**src/rtl/alu_result_buffer.sv**
```systemverilog
// Two-entry registered buffer behind the 32-bit ALU: captures Y, flags and sel with
// valid/ready on both sides, plus sticky carry/overflow status and a saturating result count.
module alu_result_buffer #(
    parameter int DATA_W = 32,
    parameter int DEPTH  = 2,
    parameter int CNT_W  = 16
) (
    input  logic              clk,
    input  logic              rst_n,
    input  logic              in_valid,
    output logic              in_ready,
    input  logic [DATA_W-1:0] in_y,
    input  logic              in_cout,
    input  logic              in_neg,
    input  logic              in_zero,
    input  logic              in_ovf,
    input  logic [3:0]        in_sel,
    output logic              out_valid,
    input  logic              out_ready,
    output logic [DATA_W-1:0] out_y,
    output logic [3:0]        out_flags,
    output logic [3:0]        out_sel,
    input  logic              clr_sticky,
    output logic              sticky_cout,
    output logic              sticky_ovf,
    output logic [CNT_W-1:0]  result_cnt
);

    localparam int ENTRY_W = DATA_W + 8;
    localparam logic [1:0] FULL = 2'(DEPTH);

    function automatic logic [CNT_W-1:0] sat_inc(input logic [CNT_W-1:0] v);
        return (&v) ? v : v + {{(CNT_W-1){1'b0}}, 1'b1};
    endfunction

    logic [ENTRY_W-1:0] mem_q [0:1];
    logic [ENTRY_W-1:0] mem_d [0:1];
    logic [ENTRY_W-1:0] head_q, head_d;
    logic [ENTRY_W-1:0] in_entry;
    logic               wptr_q, wptr_d;
    logic               rptr_q, rptr_d;
    logic [1:0]         count_q, count_d;
    logic               sticky_cout_q, sticky_cout_d;
    logic               sticky_ovf_q, sticky_ovf_d;
    logic [CNT_W-1:0]   cnt_q, cnt_d;
    logic               push, pop;

    assign in_ready  = (count_q != FULL);
    assign out_valid = (count_q != 2'd0);
    assign push      = in_valid && in_ready;
    assign pop       = out_valid && out_ready;
    assign in_entry  = {in_sel, in_cout, in_neg, in_zero, in_ovf, in_y};

    always_comb begin
        mem_d = mem_q;
        if (push) begin
            mem_d[wptr_q] = in_entry;
        end
        wptr_d  = wptr_q ^ push;
        rptr_d  = rptr_q ^ pop;
        count_d = count_q + {1'b0, push} - {1'b0, pop};
        // Head register looks ahead at the post-edge slot so out_* never depend on in_*.
        head_d  = (count_d != 2'd0) ? mem_d[rptr_d] : head_q;

        // A set flag on the incoming push overrides a coincident clear.
        sticky_cout_d = (clr_sticky ? 1'b0 : sticky_cout_q) | (push & in_cout);
        sticky_ovf_d  = (clr_sticky ? 1'b0 : sticky_ovf_q)  | (push & in_ovf);
        cnt_d         = push ? sat_inc(cnt_q) : cnt_q;
    end

    always_ff @(posedge clk) begin
        mem_q <= mem_d;
    end

    always_ff @(posedge clk or negedge rst_n) begin
        if (!rst_n) begin
            wptr_q        <= 1'b0;
            rptr_q        <= 1'b0;
            count_q       <= 2'd0;
            head_q        <= '0;
            sticky_cout_q <= 1'b0;
            sticky_ovf_q  <= 1'b0;
            cnt_q         <= '0;
        end else begin
            wptr_q        <= wptr_d;
            rptr_q        <= rptr_d;
            count_q       <= count_d;
            head_q        <= head_d;
            sticky_cout_q <= sticky_cout_d;
            sticky_ovf_q  <= sticky_ovf_d;
            cnt_q         <= cnt_d;
        end
    end

    assign out_y       = head_q[DATA_W-1:0];
    assign out_flags   = head_q[DATA_W+3:DATA_W];
    assign out_sel     = head_q[DATA_W+7:DATA_W+4];
    assign sticky_cout = sticky_cout_q;
    assign sticky_ovf  = sticky_ovf_q;
    assign result_cnt  = cnt_q;

endmodule

```
**config.mk**
```make
export PLATFORM = sky130hd
export DESIGN_NAME = alu_result_buffer
export DESIGN_NICKNAME = d
export VERILOG_FILES = /design/src/rtl/alu_result_buffer.sv
export SDC_FILE = /design/constraint.sdc
export NUM_CORES = 1
export LEC_CHECK = 0
export CORE_MARGIN = 10
export CORE_UTILIZATION = 57
export CTS_CLUSTER_DIAMETER = 100
export CTS_CLUSTER_SIZE = 14
export DETAILED_ROUTE_END_ITERATION = 6
export DONT_BUFFER_PORTS = 1
export PLACE_DENSITY = 0.82
export SLEW_MARGIN = 0
export SYNTH_ARGS = -nofsm -noshare
export SYNTH_HDL_FRONTEND = slang
export SYNTH_SLANG_ARGS = --single-unit
```
**constraint.sdc**
```tcl
create_clock -name clk -period 1.75 [get_ports clk]
set_input_delay 0.35 -clock clk [delete_from_list [all_inputs] [get_ports clk]]
set_output_delay 0.35 -clock clk [all_outputs]
set_load 0.02 [all_outputs]
```
Yosys cells after proc, flatten, opt, wreduce, memory -nomap -nowiden
Index checks and enable logic that the tools add are counted.
{"block": "totals", "elab_cells": 41, "register_bits": 142, "output_inout_bits": 60}
{"block": "op_classes", "reduce_logical": 7, "mux": 9, "n_eq_ne": 1, "n_lt_le_gt_ge": 3, "bitwise_logic": 9, "add_sub_neg": 3}
{"op": "40-bit two-way mux", "n": 4}
{"op": "80-bit bitwise mux", "n": 1}
{"op": "80-bit two-way mux", "n": 1}
{"op": "40-bit demux with 1-bit select", "n": 1}
{"op": "16-bit by 1-bit adder with 16-bit output (second input constant)", "n": 1}
{"op": "16-bit AND reduction", "n": 1}
{"op": "2-bit >= comparator (second input constant)", "n": 2}
{"op": "1-bit NOT with 2-bit output", "n": 2}
{"op": "2-bit nonzero test", "n": 2}
{"op": "1-bit logical AND", "n": 3}
{"op": "2-bit by 1-bit adder with 2-bit output", "n": 1}
{"op": "1-bit AND", "n": 2}
{"op": "2-bit by 1-bit < comparator with 1-bit output (second input constant)", "n": 1}
{"op": "1-bit two-way mux", "n": 2}
{"op": "2-bit inequality test (second input constant)", "n": 1}
{"op": "1-bit bitwise OR", "n": 2}
{"op": "2-bit AND reduction", "n": 1}
{"op": "2-bit by 1-bit subtractor with 2-bit output", "n": 1}
{"op": "1-bit bitwise XOR", "n": 2}
{"op": "1-bit NOT", "n": 1}

Longest topological paths before layout
{"block": "logic_depth", "word_depth": 10, "ltp_mapped": 10, "depth_no_buf": 7}

Least setup slack after synthesis
Ideal clock, no wire load.
{"block": "synth_timing", "kind": "reg2reg", "startpoint": "reg count_q[0]", "endpoint": "reg head_q[0]", "n_path_buf": 3, "path_stages_with_launch": 11, "required_time_ns": 1.624, "slack_ns": -0.245, "arrival_ns": 1.869, "cell_sequence": "dfrtp_1 nand2b_1 buf_2 nand2_1 xor2_1 ha_1 xnor2_1 or2_1 buf_2 buf_6 mux2i_1"}
{"block": "synth_between", "elab_cells_between_ends": 13, "cone_classes": "2 x add/sub; 1 x eq/ne; 4 x mux; 2 x bitwise; 4 x reduce/logical"}
{"item": "from (decl)", "line": "42", "text": "logic [1:0] count_q, count_d;"}
{"item": "from (signal assigned)", "line": "87", "text": "count_q <= count_d;"}
{"item": "2-bit inequality test", "line": "48", "text": "assign in_ready = (count_q != FULL);"}
{"item": "via in_ready", "line": "11", "text": "output logic in_ready,"}
{"item": "1-bit logical AND", "line": "50", "text": "assign push = in_valid && in_ready;"}
{"item": "2-bit by 1-bit adder with 2-bit output", "line": "61", "text": "count_d = count_q + {1'b0, push} - {1'b0, pop};"}
{"item": "2-bit by 1-bit subtractor with 2-bit output", "line": "61"}
{"item": "via count_d[1]", "line": "42"}
{"item": "2-bit nonzero test", "line": "63", "text": "head_d = (count_d != 2'd0) ? mem_d[rptr_d] : head_q;"}
{"item": "to (signal assigned)", "line": "80", "text": "head_q <= '0;"}
{"item": "to (signal assigned)", "line": "88", "text": "head_q <= head_d;"}
{"item": "to (decl)", "line": "38", "text": "logic [ENTRY_W-1:0] head_q, head_d;"}
The timed path passes the listed nets, and every way through them passes these cells. The select of a mux whose other input is x is not followed.
A chain may end at the register's enable or synchronous reset.

Worst setup path after layout
{"block": "layout_timing", "startpoint": "reg count_q[0]", "endpoint": "reg head_q[38]"}
{"block": "layout_between", "elab_cells_between_ends": 13, "cone_classes": "2 x add/sub; 1 x eq/ne; 4 x mux; 2 x bitwise; 4 x reduce/logical"}
{"item": "2-bit inequality test", "line": "48"}
{"item": "1-bit logical AND", "line": "50"}
{"item": "2-bit by 1-bit adder with 2-bit output", "line": "61"}
{"item": "2-bit by 1-bit subtractor with 2-bit output *", "line": "61"}
{"item": "via count_d[1]", "line": "42"}
{"item": "2-bit nonzero test *", "line": "63"}
Mark *: on every way through the listed nets, which the timed path passes. The rest lies on a longest branch. The select of a mux whose other input is x is not followed.

==> impl_metrics.csv <==
group,metric,value,unit
run_status,status,"complete, but fails checks",
run_status,violations,"negative setup slack",
logic_synthesis,synthTopCellsByCount,"mux2i_1, dfxtp_1, dfrtp_1",
placed_design,gp_congestion,0.767,
logic_synthesis,syn_nets,488,
critical_path,path_cells,"nand2b_4 > nand2_4 > xor2_2 > ha_2 > xnor2_2 > or2_4 > buf_12 > mux2i_2",
timing,fin_crit,1910,ps
cts,clockRootBuffer,"clkbuf_8",
layout,stdcell_area,7410,um2
route,routed_via_density,5.24,
logic_synthesis,yosysTopAreaCellShare,27.7,%
global_route,grt_pass1_wl,21100,um
critical_path,worst-path-max-fanout,7,
cts,cts_tree,"done",
global_route,grt-ovfl-total,0,
cts,htree_levels,4,
layout,area_growth,28.2,%
power,clockPowerShare,19.6,%
floorplan,die_w,121,um
placed_design,post-place-ws,-230,ps
timing,slew-limit-headroom,78.6,%
logic_synthesis,syn-cell-area,5780,um2
timing,hold_viol,0,
critical_path,arrival,2330,ps
logic_synthesis,synth_most_common_cell,"mux2i_1",
logic_synthesis,syn_avg_cell_area,13.1,um2
global_route,grt_use_total,18.3,%
critical_path,start_kind,"flip-flop",
logic_synthesis,ys_seq_elements,142,
logic_synthesis,ys_seq_area_share,54.5,%
timing,slew_viol_final,0,
cts,path_clk_slew,60,ps
power,p_per_area,2340,nW/um2
timing,tightest_slew,316,ps
power,p_switching,6.07,mW
global_route,antenna_found_initial,0,
route,dr.pass1.iters,5,
power,power_frac_comb,43.9,%
route,drcViolationCount,0,
logic_synthesis,synthCells,441,
timing,fin_hold_ws,170,ps
logic_synthesis,synth_edf_count,0,
floorplan,rows,36,
power,internal_power,11.3,mW
timing,skew,5.52,ps
floorplan,die_h,121,um
timing,rsz0062_at_grt,"yes",
global_route,grt_max_degree,63,
critical_path,crit_path_end_kind,"flip-flop",
timing,worst_slack,-158,ps
placed_design,placement.io_buffers,0,
cts,cts_buffers,17,
cts,clock_latency,510,ps
placed_design,dpl.hpwl,8470,um
logic_synthesis,yosysUniqueCellTypes,32,
floorplan,ioPinCount,105,
logic_synthesis,ys_warn_count,0,
route,post_drt_wl_per_cell,19.3,um
power,vdd_drop_max,0.00113,V
flow_run,max_cap_violations,0,
logic_synthesis,synthFlopType,"dfxtp_1",
layout,nets,575,
critical_path,cp.required,2170,ps
min_path,whs_path_depth,3,
critical_path,cpPeakStageDelay,390,ps
route,drt-initial-drc-count,171,
critical_path,reg2reg_depth,8,
power,leakage,3.55,nW
global_route,grt_pass1_vias,4027,
layout,layout-drive-gt1-share,32.5,%
placed_design,dpl_cell_area,6210,um2
route,ant_nets,0,
power,switching_share,35.0,%
logic_synthesis,synthArstFlopShare,43.7,%
floorplan,floorplan.initialDensity,58.9,%
logic_synthesis,synthTopCellsByArea,"dfxtp_1, dfrtp_1, mux2i_1",
min_path,hp-class,"input port to flip-flop",
cts,clock_sinks,142,
floorplan,die_area,14600,um2
timing,max_freq,0.524,GHz
floorplan,core_region_area,9820,um2
critical_path,path_class,"flip-flop to flip-flop",
power,seqPwrFrac,36.5,%
cts,clockBufferDepth,2,
timing,finalSetupViolations,41,
logic_synthesis,yosys.area.top_type,"dfxtp_1",
route,drt-total-wl,13000,um
layout,diodes,0,
route,num_vias,3535,
critical_path,crit_path_top_delay_cell,"dfrtp_1",
timing,finalCritPeriodShare,109,%
-- placed cells by master, fill, tap and decap left out, types with 5 or more instances in the layout --
cell type and instances:
buf_12 10, mux2_2 52, mux2_4 29, xnor2_1 5
dfrtp_1 59, dfxtp_1 80, nand3_1 9, clkbuf_16 16
dlygate4sd3_1 45, xor2_1 7, inv_1 47, clkbuf_1 6
nand2_1 5, nor2_1 6, mux2i_1 78, buf_4 30
-- critical path, delay by kind of cell (launching register included) --
family                   cells  cell delay (ps)
AND/OR/NAND/NOR              3              540
flip-flops                   1              390
XOR/XNOR                     2              310
adder cells (fa/ha/maj)      1              200
multiplexers                 1              190
buffers and inverters        1              170
-- power groups by stage --
stage | Combinational, mW | Clock, mW | Sequential, mW
after floorplan | 5.38 | 0 | 6.24
after global placement | 6.44 | 0 | 6.31
after detailed placement | 6.75 | 0 | 6.40
after CTS | 7.58 | 3.46 | 6.36
after global routing | 8.24 | 3.60 | 6.49
final | 7.62 | 3.40 | 6.33
-- final cells by class --
type | instances | area (um2)
Clock buffer | 26 | 478
Clock inverter | 6 | 85.1
Fill cell | 630 | 2400
Inverter | 48 | 180
Multi-Input combinational cell | 230 | 2380
Sequential cell | 142 | 3160
Tap cell | 133 | 166
Timing Repair Buffer | 89 | 970
-- cells by family after synthesis --
| family | after synthesis | share of synthesized area [%] |
|---|---|---|
| adders and majority gates | 2 | 0.433 |
| DFF | 142 | 54.5 |
| and+or+nand+nor | 40 | 3.94 |
| buffers and inverters | 69 | 6.01 |
| AOI/OAI and AO/OA | 12 | 1.30 |
| muxes | 162 | 31.7 |
| xor gates and xnor gates | 14 | 2.12 |
-- worst paths after layout --
path,slack [ps],to,startpoint
max reg2reg,-160,head_q[38]$_DFFE_PN0P_,count_q[0]$_DFF_PN0_
max in group asynchronous,1100,count_q[1]$_DFF_PN0_,rst_n
min reg2reg,470,mem_q[28]$_DFF_P_,mem_q[28]$_DFF_P_
min,170,count_q[1]$_DFF_PN0_,in_valid
min in group asynchronous,370,result_cnt[0]$_DFFE_PN0P_,rst_n
max,-160,head_q[38]$_DFFE_PN0P_,count_q[0]$_DFF_PN0_
-- state kept, by name, indices dropped and copies added, names as in the netlist --
name         flops
result_cnt      16
mem_q           80
count_q          2
sticky_ovf       1
head_q          40
rptr_q           1
sticky_cout      1
wptr_q           1
-- metal layers --
metal | vias up | global-route usage, % | wire (um) | part of all wire [%]
met3 | 14 | 7.03 | 998 | 7.7
met1 | 1767 | 20.5 | 5260 | 41
met2 | 86 | 30.8 | 6520 | 50
met5 | - | 0 | 0 | 0
met4 | 0 | 7.62 | 204 | 1.6
li1 | 1668 | - | - | -
-- what timing repair did --
item,CTS,global route
cloned,2,0
resized for setup,12,7
hold buffers,46,0
setup endpoints to repair,42,50
hold endpoints to repair,144,0
pin swaps,3,3
buffers inserted,1,3
-- metrics by stage --
step	setup TNS (ps)	instances	total power, mW	util [%]
after detailed placement	-8130	590	13.2	63.3
after floorplan	-6200	441	11.6	-
after global routing	-9110	674	18.3	75.5
after global placement	-5260	590	12.7	63.3
after CTS	-4860	671	17.4	74.9
final	-4910	674	17.3	75.5
No activity file was read; power rests on OpenSTA's default activity.
==> variant: new RTL, config.mk and constraints unchanged <==
Reset style: synchronous (`rst_n`), changed in one clocked block.
--- a/src/rtl/alu_result_buffer.sv
+++ b/src/rtl/alu_result_buffer.sv
@@ -74,3 +74,3 @@
 
-    always_ff @(posedge clk or negedge rst_n) begin
+    always_ff @(posedge clk) begin
         if (!rst_n) begin
Check against the original RTL: differs if rst_n is asserted again (counterexample within 4 cycles, from zero or initial values and one cycle with rst_n low); with rst_n held inactive, the same outputs for 4 cycles.
==> variant against the original RTL <==
The flow still finishes with violations (setup timing); non-clock buffer count grew 8; hold slack lost 0.15 ns; synthesized area increased by 2.7%; worst setup slack worse by 0.15 ns; die area increased by 2.3%; count of clock-buffer cells in the layout is 6 lower; total power fell by 11%; wire length grew 25%; utilization decreased by 1.9 points; sequential cell count stayed put; cell area rose by 1.5%; cell count rose by 23%; highest routed layer unchanged.
==> variant: results (changes against the original RTL) <==
outcome: "finished, violations left"
violations: "setup timing"
cp_top_family: "compound AO/OA/AOI/OAI gates"
setup_viol: 41  # unchanged
clkbuf_count: 20  # -23%
fillers: 703  # +12%
cts_hold_buf: 20  # -57%
place_hpwl_mm: 9.74  # +15%
clock_area_share_pct: 6.96  # -0.63 points
buf_share_pct: 13.2  # +0.12 points
peakVddDrop_mv: 1.32  # +16%
synth_cell_types: 39  # +22%
async_flop_share_pct: 0  # -44 points
hold_path_depth: 2  # -1
ff2ff_path_depth: 9  # +1
initial_utilization_pct: 58.1  # -0.83 points
holdPathEnd: "sticky_cout$_SDFF_PN0_"
inv_count: 42  # -13%
worst_slack_ns: -0.304  # -0.145 ns
grtUsageMet3_pct: 7.72  # +0.70 points
skew_ns: 0.00604  # +0.000523 ns
holdWs_ns: 0.0207  # -0.149 ns
cts_setup_buffers: 6  # +5
routedWlPerCell_um: 19.5  # +1.4%
cts_resized: 4  # -8
multi_input_area_mm2: 0.00283  # +19%
diodes: 1  # +1
multiInputCombCellCount: 381  # +66%
crit_arrival_ns: 2.50  # +0.17 ns
dr.pass1.iters: 4  # -1
grt_pass1_wl_mm: 24.7  # +17%
drt_iter0_drc: 404  # +140%
r2r-end: "head_q[7]$_SDFFE_PN0P_"
layout-drive-gt1-share_pct: 23.7  # -8.9 points
holdCritStartpoint: "in_cout"
cp_slowest_cell: "mux2_4"
synth.area.top_cells: "dfxtp_1 (48%), mux2i_1 (7.2%), a211o_1 (5.9%)"
viasPerCell: 5.86  # +12%
routabilityCongestion: 0.865  # +13%
synth_top_cells_by_count: "dfxtp_1 (142), nand2_1 (48), a211oi_1 (45)"
slowest_delay_ns: 0.36  # -0.03 ns
grtUsageTotal_pct: 20.5  # +2.2 points
regArea_mm2: 0.00285  # -9.9%
grtUsageMet2_pct: 33.8  # +3.0 points
==> variant: cells by family after synthesis <==
family / share of synthesized area [%]
compound gates: 22.5
buf+inv: 6.74
fa+ha+maj: 0.421
mux: 7.50
simple gates: 12.6
flops: 47.9
xor+xnor: 2.38
==> variant: per-layer routing <==
layer  vias to the layer above  wire (um)
met3                        28       1280
met2                       171       7950
met1                      2347       6650
met5                         -          0
met4                         0        321
li1                       2314          -
==> variant: metrics by stage <==
stage | cells | utilization [%] | TNS, ns | cell area [um2]
floorplan | 611 | - | -16.09 | 5970
global placement | 766 | 63.7 | -8.30 | 6520
detailed placement | 766 | 63.7 | -10.07 | 6520
CTS | 823 | 71.4 | -10.10 | 7300
global route | 829 | 73.5 | -13.77 | 7520
finish | 830 | 73.6 | -10.51 | 7530
==> variant: power breakdown <==
group | total (uW) | internal [uW] | switching, uW
clock | 3150 | 1830 | 1320
combinational | 6840 | 3480 | 3350
sequential | 5380 | 4430 | 947
